$ cat config.mk
export PLATFORM = sky130hd
export DESIGN_NAME = rtc_access_sequencer
export DESIGN_NICKNAME = d
export VERILOG_FILES = /design/src/rtl/rtc_access_sequencer.sv
export SDC_FILE = /design/constraint.sdc
export NUM_CORES = 1
export LEC_CHECK = 0
export ABC_AREA = 1
export CORE_MARGIN = 1.5
export CORE_UTILIZATION = 56
export CTS_CLUSTER_DIAMETER = 30
export DETAILED_ROUTE_END_ITERATION = 8
export PLACE_DENSITY = 0.79
export SLEW_MARGIN = 30
export SYNTH_ARGS = -nofsm -noshare
export SYNTH_HDL_FRONTEND = slang
export SYNTH_SLANG_ARGS = --single-unit
$ cat constraint.sdc
create_clock -name CLK -period 1.95 [get_ports CLK]
set_clock_uncertainty 0.15 [all_clocks]
set_input_delay 0.195 -clock CLK [delete_from_list [all_inputs] [get_ports CLK]]
set_output_delay 0.195 -clock CLK [all_outputs]
set_load 0.02 [all_outputs]
$ cat src/rtl/rtc_access_sequencer.sv
// RTC register access sequencer: an init write sweep, then read/write bursts separated by a refresh gap.
// Optional macro SEQ_TIMEOUT_EN adds an io_done watchdog that raises err and restarts initialisation.
module rtc_access_sequencer #(
  parameter int unsigned       ADDR_W      = 8,
  parameter int unsigned       INIT_COUNT  = 9,
  parameter logic [ADDR_W-1:0] BASE_ADDR   = ADDR_W'(8'h21),
  parameter int unsigned       BURST_LEN   = 9,
  parameter int unsigned       REFRESH_DIV = 1000,
  parameter int unsigned       TIMEOUT_CYC = 4096
) (
  input  logic              CLK,
  input  logic              reset,
  input  logic              start,
  input  logic              mode_wr,
  input  logic              io_done,
  output logic              wr_start,
  output logic              rd_start,
  output logic [ADDR_W-1:0] addr,
  output logic              init_phase,
  output logic              init_done,
  output logic              burst_done,
  output logic              busy,
  output logic              err
);

  localparam int unsigned XFER_W = (BURST_LEN > 1) ? $clog2(BURST_LEN) : 1;
  localparam int unsigned GAP_W  = (REFRESH_DIV > 1) ? $clog2(REFRESH_DIV) : 1;
  localparam logic [ADDR_W-1:0] INIT_LAST = ADDR_W'(INIT_COUNT - 1);
  localparam logic [XFER_W-1:0] XFER_LAST = XFER_W'(BURST_LEN - 1);
  localparam logic [GAP_W-1:0]  GAP_LAST  = GAP_W'(REFRESH_DIV - 1);

  typedef enum logic [3:0] {
    IDLE       = 4'd0,
    INIT_ISSUE = 4'd1,
    INIT_WAIT  = 4'd2,
    DECIDE     = 4'd3,
    RD_ISSUE   = 4'd4,
    RD_WAIT    = 4'd5,
    WR_ISSUE   = 4'd6,
    WR_WAIT    = 4'd7,
    GAP        = 4'd8
  } state_t;

  state_t            state_r;
  logic [XFER_W-1:0] xfer_cnt_r;
  logic [GAP_W-1:0]  gap_cnt_r;
  logic              in_wait_s;
  logic              timeout_s;

  assign in_wait_s = (state_r == INIT_WAIT) || (state_r == RD_WAIT) || (state_r == WR_WAIT);

`ifdef SEQ_TIMEOUT_EN
  localparam int unsigned WAIT_W = (TIMEOUT_CYC > 1) ? $clog2(TIMEOUT_CYC) : 1;
  localparam logic [WAIT_W-1:0] WAIT_LAST = WAIT_W'(TIMEOUT_CYC - 1);

  logic [WAIT_W-1:0] wait_cnt_r;
  logic              err_r;

  assign timeout_s = in_wait_s && !io_done && (wait_cnt_r == WAIT_LAST);
  assign err       = err_r;

  // Watchdog: counts consecutive WAIT cycles without io_done; err is sticky until reset.
  always_ff @(posedge CLK) begin
    if (reset) begin
      wait_cnt_r <= {WAIT_W{1'b0}};
      err_r      <= 1'b0;
    end else begin
      if (!start || !in_wait_s || io_done || timeout_s) begin
        wait_cnt_r <= {WAIT_W{1'b0}};
      end else begin
        wait_cnt_r <= wait_cnt_r + WAIT_W'(1'b1);
      end
      if (start && timeout_s) begin
        err_r <= 1'b1;
      end
    end
  end
`else
  logic unused_timeout_s;

  assign unused_timeout_s = (TIMEOUT_CYC != 32'd0);
  assign timeout_s        = 1'b0;
  assign err              = 1'b0;
`endif

  // Sequencer FSM; strobes trail their ISSUE state by one cycle, other flags track the state.
  always_ff @(posedge CLK) begin
    if (reset) begin
      state_r    <= IDLE;
      xfer_cnt_r <= {XFER_W{1'b0}};
      gap_cnt_r  <= {GAP_W{1'b0}};
      addr       <= {ADDR_W{1'b0}};
      wr_start   <= 1'b0;
      rd_start   <= 1'b0;
      init_phase <= 1'b0;
      init_done  <= 1'b0;
      burst_done <= 1'b0;
      busy       <= 1'b0;
    end else if (!start) begin
      state_r    <= IDLE;
      wr_start   <= 1'b0;
      rd_start   <= 1'b0;
      init_phase <= 1'b0;
      init_done  <= 1'b0;
      burst_done <= 1'b0;
      busy       <= 1'b0;
    end else begin
      wr_start   <= 1'b0;
      rd_start   <= 1'b0;
      burst_done <= 1'b0;
      case (state_r)
        IDLE: begin
          addr       <= {ADDR_W{1'b0}};
          init_phase <= 1'b1;
          busy       <= 1'b1;
          state_r    <= INIT_ISSUE;
        end
        INIT_ISSUE: begin
          wr_start <= 1'b1;
          state_r  <= INIT_WAIT;
        end
        DECIDE: begin
          addr       <= BASE_ADDR;
          xfer_cnt_r <= {XFER_W{1'b0}};
          busy       <= 1'b1;
          state_r    <= mode_wr ? WR_ISSUE : RD_ISSUE;
        end
        RD_ISSUE: begin
          rd_start <= 1'b1;
          state_r  <= RD_WAIT;
        end
        WR_ISSUE: begin
          wr_start <= 1'b1;
          state_r  <= WR_WAIT;
        end
        INIT_WAIT, RD_WAIT, WR_WAIT: begin
          if (io_done) begin
            if ((state_r == INIT_WAIT) && (addr == INIT_LAST)) begin
              init_done  <= 1'b1;
              init_phase <= 1'b0;
              busy       <= 1'b0;
              state_r    <= DECIDE;
            end else if ((state_r != INIT_WAIT) && (xfer_cnt_r == XFER_LAST)) begin
              burst_done <= 1'b1;
              busy       <= 1'b0;
              gap_cnt_r  <= {GAP_W{1'b0}};
              state_r    <= GAP;
            end else begin
              addr       <= addr + ADDR_W'(1'b1);
              xfer_cnt_r <= xfer_cnt_r + XFER_W'(1'b1);
              state_r    <= (state_r == INIT_WAIT) ? INIT_ISSUE :
                            (state_r == RD_WAIT)   ? RD_ISSUE : WR_ISSUE;
            end
          end else if (timeout_s) begin
            init_phase <= 1'b0;
            init_done  <= 1'b0;
            busy       <= 1'b0;
            state_r    <= IDLE;
          end else begin
            state_r <= state_r;
          end
        end
        GAP: begin
          if (gap_cnt_r == GAP_LAST) begin
            state_r <= DECIDE;
          end else begin
            gap_cnt_r <= gap_cnt_r + GAP_W'(1'b1);
          end
        end
        default: begin
          init_phase <= 1'b0;
          busy       <= 1'b0;
          state_r    <= IDLE;
        end
      endcase
    end
  end

endmodule

Word-level counts from Yosys, hierarchy flattened
Cells that the tools add are included.
{"block": "totals", "word_cells": 89, "in_bits": 5, "out_inout_bits": 15, "ff_bits": 32}
{"block": "classes", "addsub": 3, "bitwise": 5, "n_mux": 31, "eq_ne": 20, "reduce_logical": 20}
{"operator": "2-to-1 mux 10 bit", "count": 4}
{"operator": "2-to-1 mux 4 bit", "count": 7}
{"operator": "case mux 4 bit (7 select lines)", "count": 1}
{"operator": "2-to-1 mux 8 bit", "count": 3}
{"operator": "case mux 8 bit (3 select lines)", "count": 1}
{"operator": "case mux 10 bit (2 select lines)", "count": 1}
{"operator": "equality test 4 x 3 -> 1 bit, second input constant", "count": 4}
{"operator": "inequality test 2 bit, second input constant", "count": 7}
{"operator": "adder 10 x 1 -> 10 bit, second input constant", "count": 1}
{"operator": "equality test 10 bit, second input constant", "count": 1}
{"operator": "AND reduction 5 bit", "count": 2}
{"operator": "OR reduction 5 bit", "count": 2}
{"operator": "AND reduction 3 bit", "count": 3}
{"operator": "adder 8 x 1 -> 8 bit, second input constant", "count": 1}
{"operator": "equality test 4 x 2 -> 1 bit, second input constant", "count": 2}
{"operator": "equality test 4 bit, second input constant", "count": 2}
{"operator": "equality test 8 x 4 -> 1 bit, second input constant", "count": 1}
{"operator": "2-to-1 mux 1 bit", "count": 8}
{"operator": "case mux 4 bit (2 select lines)", "count": 1}
{"operator": "case mux 1 bit (3 select lines)", "count": 2}
{"operator": "AND reduction 6 bit", "count": 1}
{"operator": "OR reduction 2 bit", "count": 3}
{"operator": "NOT 1 bit", "count": 5}
{"operator": "adder 4 x 1 -> 4 bit, second input constant", "count": 1}
{"operator": "12 further kinds", "count": 15}

Longest topological paths before layout
Gate-level depths: netlist of the first run.
{"block": "depth", "ltp_word": 7, "depth_mapped": 11, "depth_no_buf": 11}

Worst setup path after synthesis of the first run
No wires, ideal clock.
{"block": "synth_path", "kind": "reg-to-reg", "startpoint": "reg addr[0]", "endpoint": "reg gap_cnt_r[2]", "path_buffers": 1, "stages_incl_launch_ff": 11, "setup_time_ns": 0.070, "period_less_slack_ns": 1.808, "path_slack_ns": 0.142, "arrival_time_ns": 1.588, "cell_sequence": "dfxtp_1 > inv_1 > ha_1 > nand3_1 > nor2_1 > nand2_1 > nand2_1 > nor2_1 > buf_4 > nand3_1 > a21oi_1"}
{"block": "synth_via", "elab_chain_len": 4}
{"item": "start: declaration", "line_no": "18", "rtl": "output logic [ADDR_W-1:0] addr,"}
{"item": "start signal: assignment", "line_no": "92", "rtl": "addr <= {ADDR_W{1'b0}};"}
{"item": "start signal: assignment", "line_no": "113", "rtl": "addr <= {ADDR_W{1'b0}};"}
{"item": "start signal: assignment", "line_no": "149", "rtl": "addr <= addr + ADDR_W'(1'b1);"}
{"item": "equality test 8 x 4 -> 1 bit", "line_no": "138", "rtl": "if ((state_r == INIT_WAIT) && (addr == INIT_LAST)) begin"}
{"item": "logical AND 1 bit", "line_no": "138"}
{"item": "inequality test 2 bit (no line)"}
{"item": "AND reduction 6 bit (no line)"}
{"item": "end signal: assignment", "line_no": "91", "rtl": "gap_cnt_r <= {GAP_W{1'b0}};"}
{"item": "end signal: assignment", "line_no": "146", "rtl": "gap_cnt_r <= {GAP_W{1'b0}};"}
{"item": "end signal: assignment", "line_no": "167", "rtl": "gap_cnt_r <= gap_cnt_r + GAP_W'(1'b1);"}
{"item": "end: declaration", "line_no": "46", "rtl": "logic [GAP_W-1:0] gap_cnt_r;"}
Every way passes these cells.
A chain may end at the register's enable or synchronous reset.

Final worst setup path of the first run
{"block": "layout_path", "startpoint": "reg state_r[1]", "endpoint": "reg addr[0]"}
{"block": "layout_via", "elab_chain_len": 4, "word_cells_on_any_way": 15, "cone_classes": "eq/ne: 8; mux: 1; reduce/logical: 6"}
{"item": "start: declaration", "line_no": "44", "rtl": "state_t state_r;"}
{"item": "start signal: assignment", "line_no": "126", "rtl": "state_r <= mode_wr ? WR_ISSUE : RD_ISSUE;"}
{"item": "start signal: assignment", "line_no": "151", "rtl": "state_r <= (state_r == INIT_WAIT) ? INIT_ISSUE :"}
{"item": "start signal: assignment", "line_no": "160", "rtl": "state_r <= state_r;"}
{"item": "equality test 4 x 2 -> 1 bit, or another cell as far along", "line_no": "111, 138"}
{"item": "OR reduction 3 bit, or another cell as far along", "line_no": "111", "rtl": "case (state_r)"}
{"item": "inequality test 2 bit (no line) or nonzero test 3 bit (tied branches)"}
{"item": "AND reduction 5 bit (no line)"}
Several ways; a longest one is shown, not always the timed one.

==> results of run 1 <==
==> worst max-delay path, cell delays in order (launching register included) <==
cell	delay, ns
dfxtp_1	0.44
inv_2	0.07
nor2_2	0.11
nand2_2	0.09
nand2_2	0.15
nand2_1	0.12
nand2_1	0.14
nor2_4	0.08
nand2_2	0.16
nand2_1	0.08
a21oi_1	0.14
==> through the flow <==
step | cells | worst slack [ns] | instance area, um^2 | TNS (ns) | hold WS [ns]
detailed placement | 389 | 0.1354 | 2271 | 0 | 0.3076
floorplan | 319 | 0.1419 | 1992 | 0 | 0.1141
global placement | 389 | 0.2104 | 2271 | 0 | 0.3070
CTS | 396 | 0.1119 | 2317 | 0 | 0.3279
global route | 398 | -0.009266 | 2344 | -0.009299 | 0.3358
finish | 398 | 0.1356 | 2344 | 0 | 0.3212
==> where the power goes <==
part	internal (mW)	switching (mW)	total [mW]
combinational	0.0471	0.0854	0.133
sequential	0.660	0.00562	0.666
clock	0.133	0.218	0.350
==> cell families (layout without fill, tap and decap cells) <==
group / after synthesis / in the layout / share of synthesized area, %
AOI/OAI and AO/OA: 38 / 38 / 10.24
xor gates and xnor gates: 7 / 7 / 3.078
adders and majority gates: 5 / 5 / 3.141
buffers and inverters: 44 / 77 / 10.11
DFF: 32 / 32 / 32.16
other: 1 / 1 / 0.1883
and+or+nand+nor: 192 / 192 / 41.08
==> placed cells by master, fill, tap and decap left out, drive strengths merged, types with 4 or more instances in the layout <==
cell	count
a21oi	30
o21ai	4
clkbuf	6
buf	16
nor3	4
ha	5
inv	35
dfxtp	32
nand2	96
clkdlybuf4s50	18
nor2	47
xnor2	4
nand3	42
==> layout make-up <==
cell class | instances | area (um^2)
fill | 308 | 1020
sequential | 32 | 640.6
clock buffer | 6 | 41.29
clock inverter | 1 | 5.005
tap | 46 | 57.56
multi-input combinational | 243 | 1157
inverter | 36 | 137.6
timing repair buffer | 34 | 304.0
==> worst max-delay path by stage <==
stage | startpoint | endpoint | slack (ns)
after floorplan | addr[0] | gap_cnt_r[2] | 0.14
after global placement | io_done | addr[2] | 0.21
after detailed placement | xfer_cnt_r[0] | gap_cnt_r[7] | 0.14
after CTS | xfer_cnt_r[0] | gap_cnt_r[7] | 0.11
after global routing | state_r[1] | addr[4] | -0.009
final | state_r[1] | addr[0] | 0.14
==> flip-flops by register name, indices dropped and copies added, names as in the netlist <==
name	count
burst_done	1
xfer_cnt_r	4
busy	1
rd_start	1
addr	8
init_done	1
init_phase	1
wr_start	1
gap_cnt_r	10
state_r	4
==> per-layer routing <==
| layer | vias up | global-route usage [%] | routed length [um] | share of wire [%] |
|---|---|---|---|---|
| met5 | - | 0 | 0 | 0 |
| met4 | 0 | 10.83 | 105 | 2.3 |
| met3 | 11 | 4.865 | 179 | 3.9 |
| met1 | 937 | 33.41 | 2186 | 48 |
| met2 | 48 | 39.65 | 2109 | 46 |
| li1 | 1079 | - | - | - |
==> what timing repair did <==
action,4_1_cts,5_1_grt
resized for setup,0,3
setup endpoints to repair,0,12
setup buffers,0,2
==> metrics.md, run 1 <==
| Metric | Value |
|---|---|
| Outcome | complete, no violations |
| R2r worst-path depth | 10 |
| Min-delay worst type | register to register |
| Initial drt markers | around 130 |
| Post-synthesis async set-or-reset flop share | 0% |
| Terminus of the critical flop-to-flop path | addr[0] |
| Mapped Avg Cell Area | roughly 6.2 um^2 |
| Synth Net Count | 329 |
| Initial Util | 59.23% |
| Startpoint Class | register |
| GR Overflow Total | 0 |
| HP Start | busy |
| Peak VDD IR | 0.3429 mV |
| Seq/Total Area, Yosys | about 32% |
| Ports | 20 |
| WL/cell | 11.51 um |
| Req. time, crit path | 2.05 ns |
| Seq cells post-synth | 32 |
| Height of the die | between 60 and 70 um |
| Clk root buf | clkbuf_4 |
| Top cells by area, synth | dfxtp_1 (32%), nand2_1 (17%), nand3_1 (10%) |
| Global Route Usage Sum | 25.10% |
| Worst Path Max Fanout | 8 |
| Synth-to-Final Area Change | 17.65% |
| Routed Antenna Nets | 0 |
| Port bufs | 18 |
| # hold bufs at CTS | 0 |
| Vias in the first global route | 1867 |
| H-Tree Depth | 2 |
| Unique masters post-synth | 29 |
| Leak | 0.9258 nW |
| Count leader, synth | nand2_1 |
| CTS tree | yes |
| Layout cell share with drive strength beyond 1 | 10.51% |
| Core ar. | 3363 um^2 |
| Via count | 2075 |
| Initial antenna violation count | 0 |
| F_max | 551.1 MHz |
| Largest net degree at the start of global routing | 23 |
| Clock sink count | 32 |
| Row cnt | 21 |
| Max-cap violations | 0 |
| Type of the worst setup path | register to register |
| Yosys top cell area share | 32.16% |
| CP Capture Type | register |
| Final setup viols | 0 |
| ANT cells | 0 |
| CTS Buf Count | 5 |
| Final Max Tran Viols | 0 |
| Hold path depth | 2 |
| First drt pass iteration count | 4 |
| Synthesized area | 1992 um^2 |
| Final Hold Fails | 0 |
| Synth area leader | dfxtp_1 |
| Reg2Reg Setup Slack | 0.14 ns |
| Post-layout util | 69.68% |
| Clk slew on worst S/H paths | 0.09 ns |
| Total power | between 1 and 1.5 mW |
| Synth warn | 0 |
| Number of synthesized flops with an enable pin | 0 |
| Die width | 62.64 um |
| Routability cong. | 0.9265 |
| Clk Latency, worst-skew pair | 0.33 ns |
| Layout net count | 362 |
| Post-synthesis instance total | 319 |
| Die area | 3924 um^2 |
| Fin crit period | between 1.5 and 2 ns |
| WL final | 4580 um |
| Pwr dens | between 400 and 500 nW/um^2 |
| Critical Path AT | roughly 1.9 ns |
| RR Startpoint | state_r[1] |
| First-pass GRT wire length | between 8000 and 9000 um |
| Via density | 5.214 |
| Post-DP HPWL | about 3400 um |
| Max Root-Sink Buffers | 2 |
| Commonest cells in the netlist | nand2_1 (90), nor2_1 (44), nand3_1 (41) |
| WHS Endpoint | busy |
| Ys flop type | dfxtp_1 |
| Tcrit/Tclk final | 93.05% |
| DRC violations left | 0 |
Power figures use the tool's default switching activity.
==> run 2, diff against run 1 <==
--- a/config.mk
+++ b/config.mk
@@ -6,11 +6,13 @@
 export NUM_CORES = 1
 export LEC_CHECK = 0
 export ABC_AREA = 1
+export CORE_ASPECT_RATIO = 0.5
 export CORE_MARGIN = 1.5
-export CORE_UTILIZATION = 56
+export CORE_UTILIZATION = 59
+export CTS_BUF_LIST = sky130_fd_sc_hd__clkbuf_8
 export CTS_CLUSTER_DIAMETER = 30
 export DETAILED_ROUTE_END_ITERATION = 8
-export PLACE_DENSITY = 0.79
+export PLACE_DENSITY = 0.82
 export SLEW_MARGIN = 30
 export SYNTH_ARGS = -nofsm -noshare
 export SYNTH_HDL_FRONTEND = slang
==> constraint.sdc (replaced) <==
create_clock -name CLK -period 1.95 [get_ports CLK]
set_clock_uncertainty 0.15 [all_clocks]
set_input_delay 0.195 -clock CLK [delete_from_list [all_inputs] [get_ports CLK]]
set_output_delay 0.195 -clock CLK [all_outputs]
set_load 0.05 [all_outputs]
==> metrics.md, run 2 (synthesized netlist as in run 1, its figures left out) <==
| Metric | Value |
|---|---|
| Max Root-Sink Buffers | 2 |
| Crit path max-delay family | buffers and inverters |
| Commonest cells after routing, fill and taps aside | nand2_1 (89), nor2_1 (43), nand3_1 (41) |
| Clk slew on worst S/H paths | approximately 0.07 ns |
| NetSw | approximately 0.35 mW |
| Relative slew slack | 66.09% |
| Routed Antenna Nets | 0 |
| Global Route Usage Sum | ~27% |
| Routability cong. | 0.9023 |
| Synth-to-Final Area Change | 18.15% |
| Largest net degree at the start of global routing | 23 |
| Regs by FF count | gap_cnt_r x10, addr x8 |
| Leak | 0.9584 nW |
| Clk Latency, worst-skew pair | 0.29 ns |
| Highest-delay cell along the critical path | clkdlybuf4s50_1 |
| Critical Path AT | 1.54 ns |
| Top reg by flops | gap_cnt_r |
| Min-delay worst type | register to register |
| F_max | between 500 and 600 MHz |
| CP Capture Type | output pin |
| WL final | around 4800 um |
| Final Max Tran Viols | 0 |
| Initial Util | 64.25% |
| Die width | 85.17 um |
| Initial drt markers | 126 |
| Max-cap violations | 0 |
| CTS Buf Count | 5 |
| Outcome | complete, no violations |
| Slew @ Worst Pin | 0.5070 ns |
| Commonest non-fill, non-tap cell in the layout | nand2_1 |
| ANT cells | 0 |
| Type of the worst setup path | register to output pin |
| Final worst setup slack | 0.06243 ns |
| P_int | ~1 mW |
| Worst Path Max Fanout | 5 |
| Layout cell share with drive strength beyond 1 | 11.75% |
| Req. time, crit path | about 1.6 ns |
| WL/cell | 12.31 um |
| Comb power frac | 10.5% |
| Via density | 5.383 |
| CTS tree | yes |
| Seq pwr share | 50.1% |
| Initial antenna violation count | 0 |
| Die area | 3755 um^2 |
| Switching share of total power | 26.15% |
| Via count | 2094 |
| Pwr dens | 564.5 nW/um^2 |
| Clock share of power | 39.4% |
| Clk root buf | clkbuf_8 |
| Startpoint Class | register |
| GR Overflow Total | 0 |
| First-pass GRT wire length | between 7000 and 8000 um |
| First drt pass iteration count | 4 |
| Peak VDD IR | 0.2536 mV |
| CP bufs+invs | 2 |
| DRC violations left | 0 |
| Max FFs per register | 10 |
| Port bufs | 18 |
| H-Tree Depth | 2 |
| Layout net count | 358 |
| Tcrit/Tclk final | 96.80% |
| Fin crit period | 1.888 ns |
| Max incr delay on CP | 0.80 ns |
| Final setup viols | 0 |
| Final Hold Fails | 0 |
| Vias in the first global route | 1869 |
| Placement Setup Slack | 0.01606 ns |
| Height of the die | 44.09 um |
| Row cnt | 14 |
| # hold bufs at CTS | 0 |
| Ports | 20 |
| Core ar. | 3100 um^2 |
| CP Cell Sequence | buf_4 -> clkdlybuf4s50_1 |
| Clock sink count | 32 |
| Final setup TNS | 0 ns |
| RSZ-0062 raised after global routing | false |
| Post-DP HPWL | 3355 um |
==> run 2: cell type report <==
type | count | area (um^2)
clock buffer | 6 | 82.58
clock inverter | 2 | 7.507
fill | 260 | 747.0
inverter | 36 | 141.4
multi-input combinational | 243 | 1160
sequential | 32 | 645.6
tap | 40 | 50.05
timing repair buffer | 30 | 266.5
==> run 2: final timing paths <==
path              slack (ns)  cells after the start            to          start
setup / recovery        0.06                      2       addr[1]        addr[1]
hold / removal          0.32                      2    init_phase     init_phase
setup reg to reg        0.14                     11  gap_cnt_r[3]  xfer_cnt_r[0]
hold reg to reg         0.32                      2    init_phase     init_phase
==> run 2: what timing repair did <==
item                       in CTS  in global routing
buffers inserted                0                  3
gates resized for setup         0                  7
setup endpoints to repair       0                 24
==> run 2: worst min-delay path: cells and delay by family (launching register included) <==
kind | cells | cell delay, ns
flops | 1 | 0.31
compound gates | 1 | 0.05
simple gates | 1 | 0.06
==> run 2: through the flow <==
| step | area (um^2) | instances | power (mW) | hold slack (ns) | util (%) |
|---|---|---|---|---|---|
| 3_5_place_dp | 2218 | 378 | 0.8132 | 0.3096 | 71.55 |
| 3_3_place_gp | 2218 | 378 | 0.8116 | 0.3012 | 71.55 |
| 6_report | 2354 | 389 | 1.329 | 0.3186 | 75.91 |
| 4_1_cts | 2308 | 386 | 1.326 | 0.3185 | 74.46 |
| 5_1_grt | 2354 | 389 | 1.381 | 0.3457 | 75.91 |
| 2_1_floorplan | 1994 | 319 | 0.7782 | 0.1141 | - |
==> run 2: power groups by stage <==
stage | registers, mW | clock network (mW) | logic [mW]
global route | 0.666 | 0.562 | 0.153
detailed placement | 0.681 | 0 | 0.132
global placement | 0.681 | 0 | 0.130
CTS | 0.667 | 0.528 | 0.132
finish | 0.666 | 0.523 | 0.140
floorplan | 0.694 | 0 | 0.0840
==> run 2: per-layer routing <==
metal  global-route usage [%]  wire (um)  vias to the layer above
met1                    31.90       2163                      955
met5                        0          0                        -
met4                    10.82         62                        0
met2                    48.25       2267                       59
met3                    6.157        293                        9
li1                         -          -                     1071
==> run 3, diff against run 2 <==
--- a/config.mk
+++ b/config.mk
@@ -8,11 +8,14 @@
 export ABC_AREA = 1
 export CORE_ASPECT_RATIO = 0.5
 export CORE_MARGIN = 1.5
-export CORE_UTILIZATION = 59
+export CORE_UTILIZATION = 60
 export CTS_BUF_LIST = sky130_fd_sc_hd__clkbuf_8
 export CTS_CLUSTER_DIAMETER = 30
 export DETAILED_ROUTE_END_ITERATION = 8
-export PLACE_DENSITY = 0.82
+export DONT_BUFFER_PORTS = 1
+export HOLD_SLACK_MARGIN = 0.12
+export PLACE_DENSITY = 0.76
+export SETUP_SLACK_MARGIN = 0.02
 export SLEW_MARGIN = 30
 export SYNTH_ARGS = -nofsm -noshare
 export SYNTH_HDL_FRONTEND = slang
==> metrics.md, run 3 (synthesized netlist as in run 1, its figures left out) <==
| Metric | Value |
|---|---|
| Outcome | complete, no violations |
| Final setup TNS | 0 ns |
| RSZ-0062 raised after global routing | false |
| Clock sink count | 32 |
| Final setup viols | 0 |
| Type of the worst setup path | register to register |
| Post-DP HPWL | ~3300 um |
| Height of the die | 43.74 um |
| NetSw | 0.3438 mW |
| Seq pwr share | 51.4% |
| Port bufs | 0 |
| Tcrit/Tclk final | 92.07% |
| Initial drt markers | 93 |
| Die width | 84.49 um |
| Highest-delay cell along the critical path | dfxtp_1 |
| Relative slew slack | 37.63% |
| Placement Setup Slack | 0.09924 ns |
| Final Hold Fails | 0 |
| Initial antenna violation count | 0 |
| Crit path max-delay family | simple AND/OR/NAND/NOR gates |
| Clock share of power | 39.8% |
| Pwr dens | 588.0 nW/um^2 |
| Core ar. | 3083 um^2 |
| Routed Antenna Nets | 0 |
| Peak VDD IR | ~0.45 mV |
| Synth-to-Final Area Change | 12.75% |
| Global Route Usage Sum | a little over a quarter |
| Row cnt | 14 |
| Comb power frac | roughly 9% |
| Regs by FF count | gap_cnt_r x10, addr x8 |
| GR Overflow Total | 0 |
| Max-cap violations | 0 |
| Req. time, crit path | about 1.9 ns |
| Switching share of total power | 26.04% |
| Top reg by flops | gap_cnt_r |
| First-pass GRT wire length | between 7000 and 8000 um |
| CTS Buf Count | 5 |
| DRC violations left | 0 |
| CP bufs+invs | 1 |
| Slew @ Worst Pin | 0.9356 ns |
| CTS tree | yes |
| Final worst setup slack | 0.1546 ns |
| CP Capture Type | register |
| H-Tree Depth | 2 |
| Clk slew on worst S/H paths | 0.07 ns |
| Layout net count | 346 |
| Critical Path AT | 1.77 ns |
| Leak | 0.9055 nW |
| Most used cell, CP | nand2_1 |
| Clk root buf | clkbuf_8 |
| Clk Latency, worst-skew pair | 0.29 ns |
| Commonest non-fill, non-tap cell in the layout | nand2_1 |
| Reg2Reg Setup Slack | 0.15 ns |
| Max Root-Sink Buffers | 2 |
| Initial Util | about 65% |
| WL/cell | 12.28 um |
| Worst Path Max Fanout | 8 |
| P_int | between 0.9 and 1 mW |
| F_max | 557.0 MHz |
| Commonest cells after routing, fill and taps aside | nand2_1 (88), nor2_1 (43), nand3_1 (41) |
| First drt pass iteration count | 4 |
| Vias in the first global route | 1816 |
| Max incr delay on CP | 0.37 ns |
| Ports | 20 |
| Max FFs per register | 10 |
| Largest net degree at the start of global routing | 24 |
| Layout cell share with drive strength beyond 1 | 13.35% |
| Die area | 3695 um^2 |
| Fin crit period | 1.795 ns |
| Startpoint Class | register |
| Via density | ~5.4 |
| Final Max Tran Viols | 0 |
| Routability cong. | 0.9426 |
| Min-delay worst type | input pin to register |
| CP Cell Sequence | inv_2 -> nand3_1 -> nand2_4 -> nand2_1 -> nand2_1 -> nor2_4 -> nand2_2 -> nand2_1 -> a21oi_1 |
| Via count | 2031 |
| ANT cells | 0 |
| WL final | 4628 um |
| Post-layout util | 72.85% |
[run 3: cell count changes in the layout (fill, tap and decap cells not counted), moves of 2 or more]
cell             change
clkdlybuf4s50_1     -13
clkinv_2             +2
dfxtp_1              -3
dfxtp_2              +4
dlygate4sd3_1        +3
inv_1                -2
[run 3: worst paths after layout]
kind,cells after the start,endpoint,start
min,5,gap_cnt_r[8],start
max,9,addr[0],state_r[3]
min reg2reg,2,xfer_cnt_r[0],xfer_cnt_r[0]
max reg2reg,9,addr[0],state_r[3]
[run 3: power by group through the flow]
stage          logic (mW)  clock network [mW]  registers [mW]
2_1_floorplan      0.0840                   0           0.694
3_3_place_gp       0.0971                   0           0.693
3_5_place_dp       0.0979                   0           0.693
4_1_cts             0.113               0.541           0.678
5_1_grt             0.128               0.567           0.679
6_report            0.117               0.525           0.678
[run 3: worst register-to-register path, cell delays in order, from the launching register on]
cell,delay [ns]
dfxtp_1,0.37
inv_2,0.07
nand3_1,0.16
nand2_4,0.11
nand2_1,0.12
nand2_1,0.11
nor2_4,0.21
nand2_2,0.16
nand2_1,0.09
a21oi_1,0.06
[run 3: routing by layer]
| layer | track usage, % | vias to the layer above | wire [um] |
|---|---|---|---|
| met5 | 0 | - | 0 |
| met4 | 10.00 | 0 | 61 |
| met3 | 7.429 | 9 | 294 |
| met2 | 44.60 | 59 | 2099 |
| met1 | 33.69 | 913 | 2172 |
| li1 | - | 1050 | - |
[run 3: through the flow]
step / std cells / total power [mW] / cell area, um^2 / hold WS [ns]
CTS: 376 / 1.332 / 2211 / 0.1759
floorplan: 319 / 0.7782 / 1994 / 0.1141
finish: 377 / 1.320 / 2246 / 0.1837
detailed placement: 364 / 0.7908 / 2078 / 0.1134
global route: 377 / 1.374 / 2246 / 0.1935
global placement: 364 / 0.7899 / 2078 / 0.1136
[run 3: timing repair]
item	4_1_cts	5_1_grt
gates resized for setup	0	10
buffers inserted	0	1
setup endpoints to repair	0	30
hold endpoints to repair	26	0
hold buffers	4	0
[run 3: area by class of cell]
type	instances	area [um^2]
multi-input cells	243	1171
fillers	268	837.1
flip-flops and latches	32	646.9
repair buffers	18	147.6
inverters	36	137.6
clock buffers	6	82.58
well taps	40	50.05
clock inverters	2	10.01
